`src/rtl/updn_counter_param.sv`:
```
// Parametrised load/up/down counter with wrap or saturate at [MIN_VAL, MAX_VAL],
// terminal-count outputs, sticky overflow/underflow flags and a limit-event pulse.
module updn_counter_param #(
  parameter int WIDTH    = 8,
  parameter int STEP_W   = 1,
  parameter int MIN_VAL  = 0,
  parameter int MAX_VAL  = 2**WIDTH-1,
  parameter int RST_VAL  = 0,
  parameter int SATURATE = 0
) (
  input  logic              clk,
  input  logic              rst_,
  input  logic              ld_cnt_,
  input  logic              updn_cnt,
  input  logic              count_enb,
  input  logic [STEP_W-1:0] step,
  input  logic [WIDTH-1:0]  data_in,
  input  logic              clr_flags,
  output logic [WIDTH-1:0]  data_out,
  output logic              tc_up,
  output logic              tc_dn,
  output logic              ovf,
  output logic              unf,
  output logic              lim_evt
);

  // Two guard bits: one for the carry out of data_out + step, one for sign on the down path.
  localparam int EW = WIDTH + 2;
  localparam logic signed [EW-1:0] MIN_X = EW'(MIN_VAL);
  localparam logic signed [EW-1:0] MAX_X = EW'(MAX_VAL);
  localparam logic signed [EW-1:0] ONE_X = EW'(1);

  if (!(MIN_VAL < MAX_VAL && MAX_VAL <= 2**WIDTH-1 &&
        MIN_VAL <= RST_VAL && RST_VAL <= MAX_VAL &&
        2**STEP_W-1 <= MAX_VAL-MIN_VAL+1)) begin : g_param_err
    $error("updn_counter_param: illegal WIDTH/STEP_W/MIN_VAL/MAX_VAL/RST_VAL combination");
  end

  function automatic logic [WIDTH-1:0] clamp_load(input logic [WIDTH-1:0] v);
    logic signed [EW-1:0] vx;
    vx = $signed(EW'(v));
    if (vx < MIN_X) return WIDTH'(MIN_VAL);
    if (vx > MAX_X) return WIDTH'(MAX_VAL);
    return v;
  endfunction

  // Step never exceeds the range size, so a single wrap always lands inside it.
  function automatic logic [WIDTH-1:0] limit_up(input logic signed [EW-1:0] s);
    if (SATURATE != 0) return WIDTH'(MAX_VAL);
    return WIDTH'(MIN_X + (s - MAX_X - ONE_X));
  endfunction

  function automatic logic [WIDTH-1:0] limit_dn(input logic signed [EW-1:0] d);
    if (SATURATE != 0) return WIDTH'(MIN_VAL);
    return WIDTH'(MAX_X - (MIN_X - d - ONE_X));
  endfunction

  logic signed [EW-1:0] cur_x, step_x, sum_x, dif_x;
  logic [WIDTH-1:0]     cnt_nxt;
  logic                 ovf_set, unf_set;

  always_comb begin
    cur_x   = $signed(EW'(data_out));
    step_x  = $signed(EW'(step));
    sum_x   = cur_x + step_x;
    dif_x   = cur_x - step_x;
    cnt_nxt = data_out;
    ovf_set = 1'b0;
    unf_set = 1'b0;
    if (!ld_cnt_) begin
      cnt_nxt = clamp_load(data_in);
    end else if (count_enb && step != '0) begin
      if (updn_cnt) begin
        if (sum_x > MAX_X) begin
          cnt_nxt = limit_up(sum_x);
          ovf_set = 1'b1;
        end else begin
          cnt_nxt = WIDTH'(sum_x);
        end
      end else begin
        if (dif_x < MIN_X) begin
          cnt_nxt = limit_dn(dif_x);
          unf_set = 1'b1;
        end else begin
          cnt_nxt = WIDTH'(dif_x);
        end
      end
    end
  end

  // Register stage: a crossing on the same edge as clr_flags wins for its own flag.
  always_ff @(posedge clk or negedge rst_) begin
    if (!rst_) begin
      data_out <= WIDTH'(RST_VAL);
      ovf      <= 1'b0;
      unf      <= 1'b0;
      lim_evt  <= 1'b0;
    end else begin
      data_out <= cnt_nxt;
      ovf      <= (ovf & ~clr_flags) | ovf_set;
      unf      <= (unf & ~clr_flags) | unf_set;
      lim_evt  <= ovf_set | unf_set;
    end
  end

  assign tc_up = (data_out == WIDTH'(MAX_VAL));
  assign tc_dn = (data_out == WIDTH'(MIN_VAL));

endmodule

```
`config.mk`:
```
export PLATFORM = sky130hd
export DESIGN_NAME = updn_counter_param
export DESIGN_NICKNAME = d
export VERILOG_FILES = /design/src/rtl/updn_counter_param.sv
export SDC_FILE = /design/constraint.sdc
export NUM_CORES = 1
export LEC_CHECK = 0
export CAP_MARGIN = 10
export CORE_MARGIN = 2
export CORE_UTILIZATION = 40
export CTS_CLUSTER_DIAMETER = 50
export DETAILED_ROUTE_END_ITERATION = 12
export GPL_ROUTABILITY_DRIVEN = 0
export PLACE_DENSITY = 0.75
export SETUP_SLACK_MARGIN = 0.1
export SLEW_MARGIN = 20
export SYNTH_ARGS = -nofsm -noshare
export SYNTH_HDL_FRONTEND = slang
export SYNTH_SLANG_ARGS = --single-unit
```
`constraint.sdc`:
```
create_clock -name clk -period 1.7 [get_ports clk]
set_clock_uncertainty 0.15 [all_clocks]
set_input_delay 0.17 -clock clk [delete_from_list [all_inputs] [get_ports clk]]
set_output_delay 0.17 -clock clk [all_outputs]
set_load 0.01 [all_outputs]
```
Word level (Yosys, flattened, before mapping):

Index checks and enable logic that the tools add are counted.

* input bits: 15
* bits in latches: 0
* output and inout bits: 13
* memories kept: 0
* ROM bits: 0
* flip-flop bits (word level): 11
* word-level logic and storage cells: 36
* bits in writable memories: 0

* multipliers: 0
* eq/ne operators: 2
* div/mod/pow operators: 0
* add/subtract/negate cells: 7
* magnitude comparators: 2
* mux-type cells: 13
* shift-type cells: 0
* reduce and logical (&&, ||, !) cells: 2
* bitwise gates (word level): 6

Operators with widths (number)
* $mux 8: 5
* $sub 1x8->8 const A: 2
* $sub 8x2->8 const B: 2
* $add 8x1->9: 1
* $gt 9x8->1 const B: 1
* $lt 9x1->1 const B: 1
* $sub 8x1->9: 1
* $eq 8x8->1 const B: 1
* $logic_not 8->1: 1
* $mux 1: 8
* $sub 8x8->8 const B: 1
* $or 1x1->1: 3
* $and 1x1->1: 2
* $ne 2x1->1 const B: 1
* $logic_and 1x1->1: 1
* $not 1->1: 1

Depth between registers and ports, before layout:

Gate-level depths: netlist of run 1.

* word-level depth: 8
* depth in mapped cells: 8
* gate-level depth less buffers: 8

Worst setup path before layout of run 1:

No wires, ideal clock.

* path type: register to register
* from: register data_out[0]
* to: register data_out[6]
* data required time: 1.473 ns
* period minus slack after synthesis: 1.897 ns
* buffers on the path: 0
* stages on the path, launching flop included: 9
* setup slack: -0.197 ns
* data arrival time: 1.670 ns
* setup time: 0.077 ns
* cell sequence: dfrtp_1 -> inv_1 -> ha_1 -> ha_1 -> nor4b_2 -> nor3b_1 -> o21ai_1 -> xor2_1 -> a21oi_1

* word-level cells in the longest chain between the ends: 8
* elaborated cells between the ends (all ways): 14
* classes of those cells: add/sub (7); order compare (2); mux (5)

RTL lines
* start: declaration: RTL line 19 `output logic [WIDTH-1:0] data_out,`
* start signal: assignment: RTL line 94 `data_out <= WIDTH'(RST_VAL);`
* start signal: assignment: RTL line 99 `data_out <= cnt_nxt;`
* $sub 8x1->9: RTL line 66 `dif_x = cur_x - step_x;`
* $sub 1x8->8: RTL line 55 `return WIDTH'(MAX_X - (MIN_X - d - ONE_X));`
* $sub 8x2->8: RTL line 55
* $sub 1x8->8: RTL line 55
* $mux 8: RTL line 81 `if (dif_x < MIN_X) begin`
* $mux 8 (*): RTL line 73 `if (updn_cnt) begin`
* $mux 8 (*): RTL line 72 `end else if (count_enb && step != '0) begin`
* $mux 8 (*): RTL line 70 `if (!ld_cnt_) begin`

Mark *: on every way between the ends. The rest lies on a longest branch, timed or not. The select of a mux whose other input is x is not followed.
A chain may end at the register's enable or synchronous reset.

Worst setup path after layout of run 1:

Same ends and word-level chain as after synthesis.

==> results of run 1 <==
==> power by group <==
| part | switching (mW) | internal [mW] | total (mW) |
|---|---|---|---|
| Sequential | 0.0254 | 0.282 | 0.308 |
| Clock | 0.0976 | 0.0912 | 0.189 |
| Combinational | 0.161 | 0.192 | 0.353 |
| Total | 0.284 | 0.565 | 0.849 |
==> how the worst max path moves through the flow <==
stage / startpoint / to / cells after the start
CTS: data_out[0] / data_out[6] / 8
detailed placement: step / data_out[6] / 8
floorplan: data_out[0] / data_out[6] / 8
global placement: step / data_out[6] / 8
finish: data_out[0] / data_out[6] / 8
global route: data_out[0] / data_out[6] / 8
==> sequential cells by signal, indices dropped and copies added (netlist names) <==
signal    cells
lim_evt       1
ovf           1
data_out      8
unf           1
==> worst register-to-register path, stage by stage (launching register included) <==
cell     delay [ps]
dfrtp_2         420
inv_2            80
ha_4            140
ha_4            120
nor4b_4         190
nor3b_2         210
o21ai_1         110
xor2_1          170
a21oi_2         170
==> metal layers <==
layer,vias up,track usage,share of wire
li1,471,-,-
met1,460,0.3463,0.47
met2,39,0.3919,0.46
met3,7,0.03374,0.052
met4,0,0.09048,0.016
met5,-,0,0
==> kinds of logic (layout without fill, tap and decap cells) <==
kind of cell,count (synthesis),count (layout)
simple gates,42,42
compound gates,23,23
buf+inv,13,74
flops,11,11
xor+xnor,5,5
fa+ha+maj,4,4
==> per-stage QoR <==
stage               utilization  setup TNS, ps  worst slack [ps]  total power, mW  hold slack, ps
detailed placement       0.6765          -1921            -341.2           0.6214           374.8
global placement         0.6765          -1511            -271.0           0.6139           360.3
finish                   0.7545         -282.5            -131.0           0.8491           82.12
global route             0.7545         -974.6            -244.6           0.9026           129.4
CTS                      0.7281         -145.9            -74.70           0.8302           105.6
floorplan                     -         -31.82            -31.82           0.4478          -275.6
==> final cells by class <==
cell class	instances	area, sq um	area share
clock buffer	4	26.28	0.01793
inverter	7	26.28	0.01793
multi-input combinational	74	563.0	0.3843
sequential	11	277.8	0.1896
tap	27	33.78	0.02306
timing repair buffer	63	538.0	0.3672
==> layout by cell type, fill, tap and decap left out, types with 2 or more instances in the layout <==
| cell type | instances |
|---|---|
| dlygate4sd2_1 | 6 |
| clkdlybuf4s50_1 | 17 |
| dfrtp_2 | 2 |
| nand4_1 | 4 |
| ha_1 | 2 |
| a21oi_1 | 7 |
| clkdlybuf4s15_1 | 2 |
| nor3_2 | 2 |
| nand2_1 | 3 |
| xnor2_1 | 4 |
| ha_4 | 2 |
| buf_6 | 4 |
| dfrtp_1 | 9 |
| nor2_1 | 8 |
| nand2_2 | 2 |
| o21ai_0 | 3 |
| buf_4 | 32 |
| a21oi_2 | 4 |
| clkbuf_4 | 3 |
| buf_2 | 2 |
| nor3_1 | 3 |
| inv_1 | 6 |
| o21ai_1 | 3 |
| and3_1 | 2 |
| nor2b_1 | 2 |
| nand3_1 | 5 |
==> timing repair <==
item / CTS / global route
setup buffers: 8 / 1
gates cloned: 0 / 0
pin swaps: 8 / 10
gates resized for setup: 25 / 12
setup endpoints to repair: 14 / 13
==> reports/results.tsv, run 1 <==
metric	value	unit
failing checks	setup timing	
DRC	0	
fraction of synthesized cell area in xor and xnor cells	0.05360	
clock latency on the worst-skew pair	280	ps
async set-reset flop share out of synthesis	1.000	
CP delay by family, top	flip-flops	
internal reg-to-reg setup slack	-130	ps
Post-Place Cells	173	
DRT antenna net count	0	
outcome	complete, but fails checks	
Core Rows	16	
Max VDD drop	0.0004471	V
largest family of logic cells by synthesized area	simple AND/OR/NAND/NOR gates	
area delta synth->final	79.33	%
Crit. End Element	register	
Synth top cells by count	dfrtp_1 (11), a21oi_1 (10), nor2_1 (9)	
synth warn	0	
DIE AREA	2420	sq um
Die X	49.20	microns
Initial Util	0.4207	
CP max FO	2	
H-tree depth	1	
top cells by area, synth	dfrtp_1 (34%), a21oi_1 (6.1%), ha_1 (6.1%)	
LEAKAGE	0.6280	nW
Unique masters post-synth	35	
routed vias	977	
slowest CP cell	dfrtp_2	
startpoint types	register	
# fillers	144	
mapped cell area	817.0	sq um
n_diodes	0	
Worst-Margin Slew	532.8	ps
Syn Inst Count	98	
drt via density	5.253	
Worst Slack Setup Final	-131.0	ps
Synth Net Count	117	
multiplexer share of the synthesized area	0	
Post-synth EDFFs	0	
hold buffer count at cts	0	
Simple-Gate Fraction of Synth Area	0.2894	
Final Max Slew Viols	0	
Placement Cell Area	1314	sq um
max-capacitance violation count	0	
Post-Synth Adder-Cell Area	0.06126	
first-pass GRT wire length	4.588	mm
nets@finish	179	
CTS tree	done	
Reg2Reg Depth	8	
syn avg cell area	8.337	sq um
Hold Vio Cnt, Final	0	
Critical R2R Launch	data_out[0]	
# IOs	28	
Die Y	49.20	microns
drt total wl	2.749	mm
Critical Path, Cell by Cell	inv_2 > ha_4 > ha_4 > nor4b_4 > nor3b_2 > o21ai_1 > xor2_1 > a21oi_2	
Compound-Gate Fraction of Synth Area	0.1654	
WP data arrival	1880	ps
top-area cell type share of the netlist area	0.3369	
antenna violations before repair	0	
Core Box Area	1942	sq um
Final Critical Period	1831	ps
total gr overflow	0	
Final Setup Violations	5	
Crit path buffers/inverters	1	
Top FF cell, synth	dfrtp_1	
Synth area leader	dfrtp_1	
TritonCTS buffer count	3	
Clock Tree Root	clkbuf_4	
largest net degree at the start of global routing	15	
post-synthesis sequential area ratio	0.3369	
vias in the first global route	999	
RSZ-0062 raised after global routing	true	
Critical Path RT	1750	ps
final non-filler cell total	186	
worst hold path class	input pin to asynchronous set/reset pin	
most frequent cell after synthesis	dfrtp_1	
Total GRT Usage	0.2487	
PD cells	579.6	nW/um^2
fin area	1465	sq um
slowest cell delay on critical path	420	ps
share of cells above drive strength 1	0.3962	
relative slew slack	0.6437	
critical path type	register to register	
Max Buffers Root-to-Sink	2	
fmax	546.2	MHz
Initial DRC Count	38	
DR pass1 iterations	4	
most frequent cell on the critical path	ha_4	
RR Endpoint	data_out[6]	
synthesized flop and latch total	11	
port bufs	27	
routed len/inst	14.78	microns
HPWL Detailed	1.907	mm
Final period util	1.077	
Worst-path clk slew	80	ps
clock sinks	11	
Power figures use the tool's default switching activity.
==> run 2: changes to the inputs <==
- CORE_ASPECT_RATIO: default -> 0.9
- CTS_CLUSTER_DIAMETER: 50 -> 60
==> run 2 against run 1 <==
Net effect: the flow still finishes with violations (setup timing); worst hold slack better by 6.5 ps; global-route usage grew 2.2 points; sequential power is 2% lower; final cell count is 1.1% higher; critical endpoint unchanged; largest cell class unchanged; first-iteration DRC count down 7.9%; design area up 9.4%; sequential share of layout area shrank 1.7 points; fmax is 0.18% lower.
==> reports/results.tsv, run 2 (synthesis results as in run 1) <==
metric	value	unit
post-layout util	0.8373	
fin area	1603	sq um
Crit. End Element	register	
DRC	0	
DIE AREA	2421	sq um
Max Buffers Root-to-Sink	2	
HPWL Detailed	2.020	mm
commonest non-fill, non-tap cells in the layout	buf_4 (27), clkdlybuf4s50_1 (15), buf_6 (14)	
Die Y	46.88	microns
Core Box Area	1914	sq um
Final Setup Violations	6	
worst slack, placed	-378.2	ps
port bufs	27	
Placement Cell Area	1311	sq um
CTS tree	done	
Worst Slack Setup Final	-134.3	ps
# IOs	28	
Hold Vio Cnt, Final	0	
Combinational Power Share	0.465	
Biggest register	data_out	
part of the power in registers	0.329	
Internal Power	0.6061	mW
largest net degree at the start of global routing	19	
slowest cell delay on critical path	420	ps
RSZ-0062 raised after global routing	true	
slowest CP cell	dfrtp_2	
area delta synth->final	96.17	%
Initial Util	0.4268	
Post-Place Cells	171	
PD cells	574.3	nW/um^2
WP data arrival	1890	ps
routed vias	1087	
clock sinks	11	
# fillers	116	
clock latency on the worst-skew pair	280	ps
fmax	545.2	MHz
Critical Path, Cell by Cell	inv_2 > ha_4 > ha_4 > nor4b_4 > nor3b_2 > o21ai_1 > xor2_1 > a21oi_1	
drt total wl	3.192	mm
startpoint types	register	
DR pass1 iterations	4	
drt via density	5.782	
Total GRT Usage	0.2712	
Final Critical Period	1834	ps
nets@finish	183	
Critical Path RT	1750	ps
vias in the first global route	1011	
final non-filler cell total	188	
hold buffer count at cts	0	
Max VDD drop	0.0006294	V
DRT antenna net count	0	
Crit path buffers/inverters	1	
Worst-Margin Slew	543.6	ps
Die X	51.64	microns
Largest register FFs	8	
internal reg-to-reg setup slack	-130	ps
Clock Power Share	0.206	
outcome	complete, but fails checks	
Initial DRC Count	35	
setup TNS	-407.2	ps
critical path type	register to register	
switching share of power	0.3416	
H-tree depth	1	
n_diodes	0	
Core Rows	15	
max-capacitance violation count	0	
relative slew slack	0.6365	
total gr overflow	0	
antenna violations before repair	0	
CP max FO	3	
Switch Pwr	0.3144	mW
Worst-path clk slew	80	ps
Final Power	0.9205	mW
CP delay by family, top	simple AND/OR/NAND/NOR gates	
Final period util	1.079	
most frequent cell on the critical path	ha_4	
final hold slack	88.60	ps
worst hold path class	input pin to asynchronous set/reset pin	
Final Max Slew Viols	0	
failing checks	setup timing	
Clock Tree Root	clkbuf_4	
first-pass GRT wire length	4.609	mm
routed len/inst	16.98	microns
LEAKAGE	0.6885	nW
most common cell after layout, fill and taps aside	buf_4	
share of cells above drive strength 1	0.4294	
TritonCTS buffer count	3	
-- run 2: layout make-up --
cell class / count / area [sq um] / area share
multi-input combinational: 74 / 629.4 / 0.3927
timing repair buffer: 67 / 613.1 / 0.3825
inverter: 7 / 26.28 / 0.01639
sequential: 11 / 276.5 / 0.1725
clock buffer: 4 / 26.28 / 0.01639
tap: 25 / 31.28 / 0.01952
-- run 2: path summary, 6_finish.rpt --
kind,from,end,depth (start not counted)
worst max-delay path,data_out[0],data_out[6],8
worst min register to register,ovf,ovf,2
worst max register to register,data_out[0],data_out[6],8
worst min-delay path,rst_,data_out[2],1
min in group clk,data_in[1],data_out[1],3
max in group asynchronous,rst_,data_out[0],1
-- run 2: what timing repair did --
action / CTS / global route
setup buffers: 11 / 4
pin swaps: 15 / 15
setup endpoints to repair: 16 / 15
resized for setup: 40 / 24
cloned: 0 / 0
-- run 2: power groups by stage --
| stage | Combinational (mW) | Sequential (mW) | Clock, mW |
|---|---|---|---|
| global placement | 0.314 | 0.303 | 0 |
| global route | 0.456 | 0.305 | 0.204 |
| finish | 0.428 | 0.303 | 0.190 |
| detailed placement | 0.320 | 0.304 | 0 |
| CTS | 0.384 | 0.302 | 0.191 |
| floorplan | 0.129 | 0.319 | 0 |
-- run 2: metal layers --
layer / part of all wire / track usage / up-vias
met4: 0.045 / 0.09474 / 0
met1: 0.36 / 0.2857 / 525
met2: 0.51 / 0.5205 / 62
met3: 0.077 / 0.08599 / 22
li1: - / - / 478
met5: 0 / 0 / -
==> run 3: changes to the inputs <==
- clock period: 1.7 -> 1.65 ns (I/O delays scaled with it)
==> run 3 against run 2 <==
Net effect: the flow still finishes with violations (setup timing); power rose by 8.3%; critical path depth grew 1; global-route usage is 2.6 points higher; clock-buffer cell count unchanged; setup slack lost 180 ps; combinational power up 13%; routed wire length is 25% higher; core utilization grew 3.8 points.
==> reports/results.tsv, run 3 (synthesis results as in run 1) <==
metric	value	unit
largest net degree at the start of global routing	12	
Critical Path RT	1700	ps
port bufs	27	
Worst-path clk slew	70	ps
internal reg-to-reg setup slack	-320	ps
part of the power in registers	0.314	
total gr overflow	0	
met3 WL	313	microns
DR WL met2	2.040	mm
RR Endpoint	data_out[5]	
first-pass GRT wire length	4.899	mm
hold buffer count at cts	0	
startpoint types	register	
Initial DRC Count	37	
Total GRT Usage	0.2972	
Die Y	46.88	microns
outcome	complete, but fails checks	
CP max FO	4	
setup TNS	-1480	ps
Die X	51.64	microns
nets@finish	189	
relative slew slack	0.6271	
Max VDD drop	0.0006135	V
drt via density	5.887	
Worst-Margin Slew	557.6	ps
Critical R2R Launch	data_out[0]	
Crit. End Element	register	
critical path type	register to register	
Reg2Reg Depth	9	
Core Box Area	1914	sq um
share of cells above drive strength 1	0.4911	
Hold Vio Cnt, Final	0	
Final Setup Violations	12	
Largest register FFs	8	
LEAKAGE	0.7282	nW
most common cell after layout, fill and taps aside	buf_4	
RSZ-0062 raised after global routing	true	
Max Buffers Root-to-Sink	2	
Internal Power	0.6375	mW
Switch Pwr	0.3594	mW
met1 WL	1.351	mm
final hold slack	80.23	ps
highest routed layer	met4	
routed len/inst	20.60	microns
max-capacitance violation count	0	
Biggest register	data_out	
Worst Slack Setup Final	-318.8	ps
Final Critical Period	1969	ps
Clock Tree Root	clkbuf_4	
DRC	0	
DRT antenna net count	0	
drt total wl	3.997	mm
worst hold path class	input pin to asynchronous set/reset pin	
switching share of power	0.3606	
area delta synth->final	105.1	%
WP data arrival	2020	ps
PD cells	595.0	nW/um^2
HPWL Detailed	2.108	mm
Core Rows	15	
commonest non-fill, non-tap cells in the layout	buf_4 (32), clkdlybuf4s50_1 (16), buf_6 (15)	
fmax	507.9	MHz
clock latency on the worst-skew pair	290	ps
Final Max Slew Viols	0	
Final Power	0.9969	mW
Final period util	1.193	
antenna violations before repair	0	
# IOs	28	
routed vias	1142	
Combinational Power Share	0.484	
CTS tree	done	
final non-filler cell total	194	
vias in the first global route	1037	
clock sinks	11	
n_diodes	0	
post-layout util	0.8752	
DIE AREA	2421	sq um
Clock Power Share	0.202	
Initial Util	0.4268	
TritonCTS buffer count	3	
failing checks	setup timing	
Post-Place Cells	174	
DR pass1 iterations	4	
H-tree depth	1	
==> run 3: changes by cell type in the layout (fill, tap and decap cells not counted), sizes merged <==
cell           delta
dlygate4sd2       +1
buf               +7
clkdlybuf4s50     +1
clkbuf            +1
clkdlybuf4s15     -2
dlymetal6s2s      -2
==> run 3: repair_timing <==
item,4_1_cts,5_1_grt
buffers inserted,13,5
setup endpoints to repair,18,13
endpoints found under the hold margin,0,0
gates resized for setup,42,28
pin swaps,22,17
==> run 3: critical path, stage by stage (launching register included) <==
cell and delay (ps):
dfrtp_2 420, buf_4 140, buf_6 110, buf_6 110, ha_4 160, buf_6 130
a31oi_4 160, nor3_2 80, a22oi_1 180, a2bb2oi_1 230
==> run 3: worst max-delay path by stage <==
| stage | startpoint | end | slack (ps) |
|---|---|---|---|
| after floorplan | data_out[0] | data_out[6] | -80 |
| after global placement | step | data_out[6] | -310 |
| after detailed placement | step | data_out[6] | -460 |
| after CTS | data_out[0] | data_out[6] | -160 |
| after global routing | data_out[0] | data_out[7] | -400 |
| final | data_out[0] | data_out[5] | -320 |
==> run 3: per-stage QoR <==
step / area (sq um) / setup slack, ps
after CTS: 1513 / -159.4
after detailed placement: 1334 / -463.4
after global routing: 1675 / -403.4
after global placement: 1334 / -313.9
after floorplan: 857.1 / -81.82
final: 1675 / -318.8
==> run 3: per-layer routing <==
layer,GRT usage,up-vias
met4,0.2158,0
met5,0,-
met3,0.07643,35
met2,0.5359,81
met1,0.3089,534
li1,-,492
==> run 3: power groups by stage <==
stage               sequential (mW)  clock, mW  combinational [mW]
floorplan                     0.329          0               0.133
global placement              0.313          0               0.326
detailed placement            0.314          0               0.338
CTS                           0.309      0.197               0.396
global route                  0.315      0.210               0.506
finish                        0.313      0.202               0.482
==> run 3: cell type report <==
cell class / count / area, sq um
sequential: 11 / 277.8
fill: 103 / 239.0
timing repair buffer: 73 / 645.6
clock buffer: 4 / 26.28
tap: 25 / 31.28
inverter: 7 / 26.28
multi-input combinational: 74 / 668.1
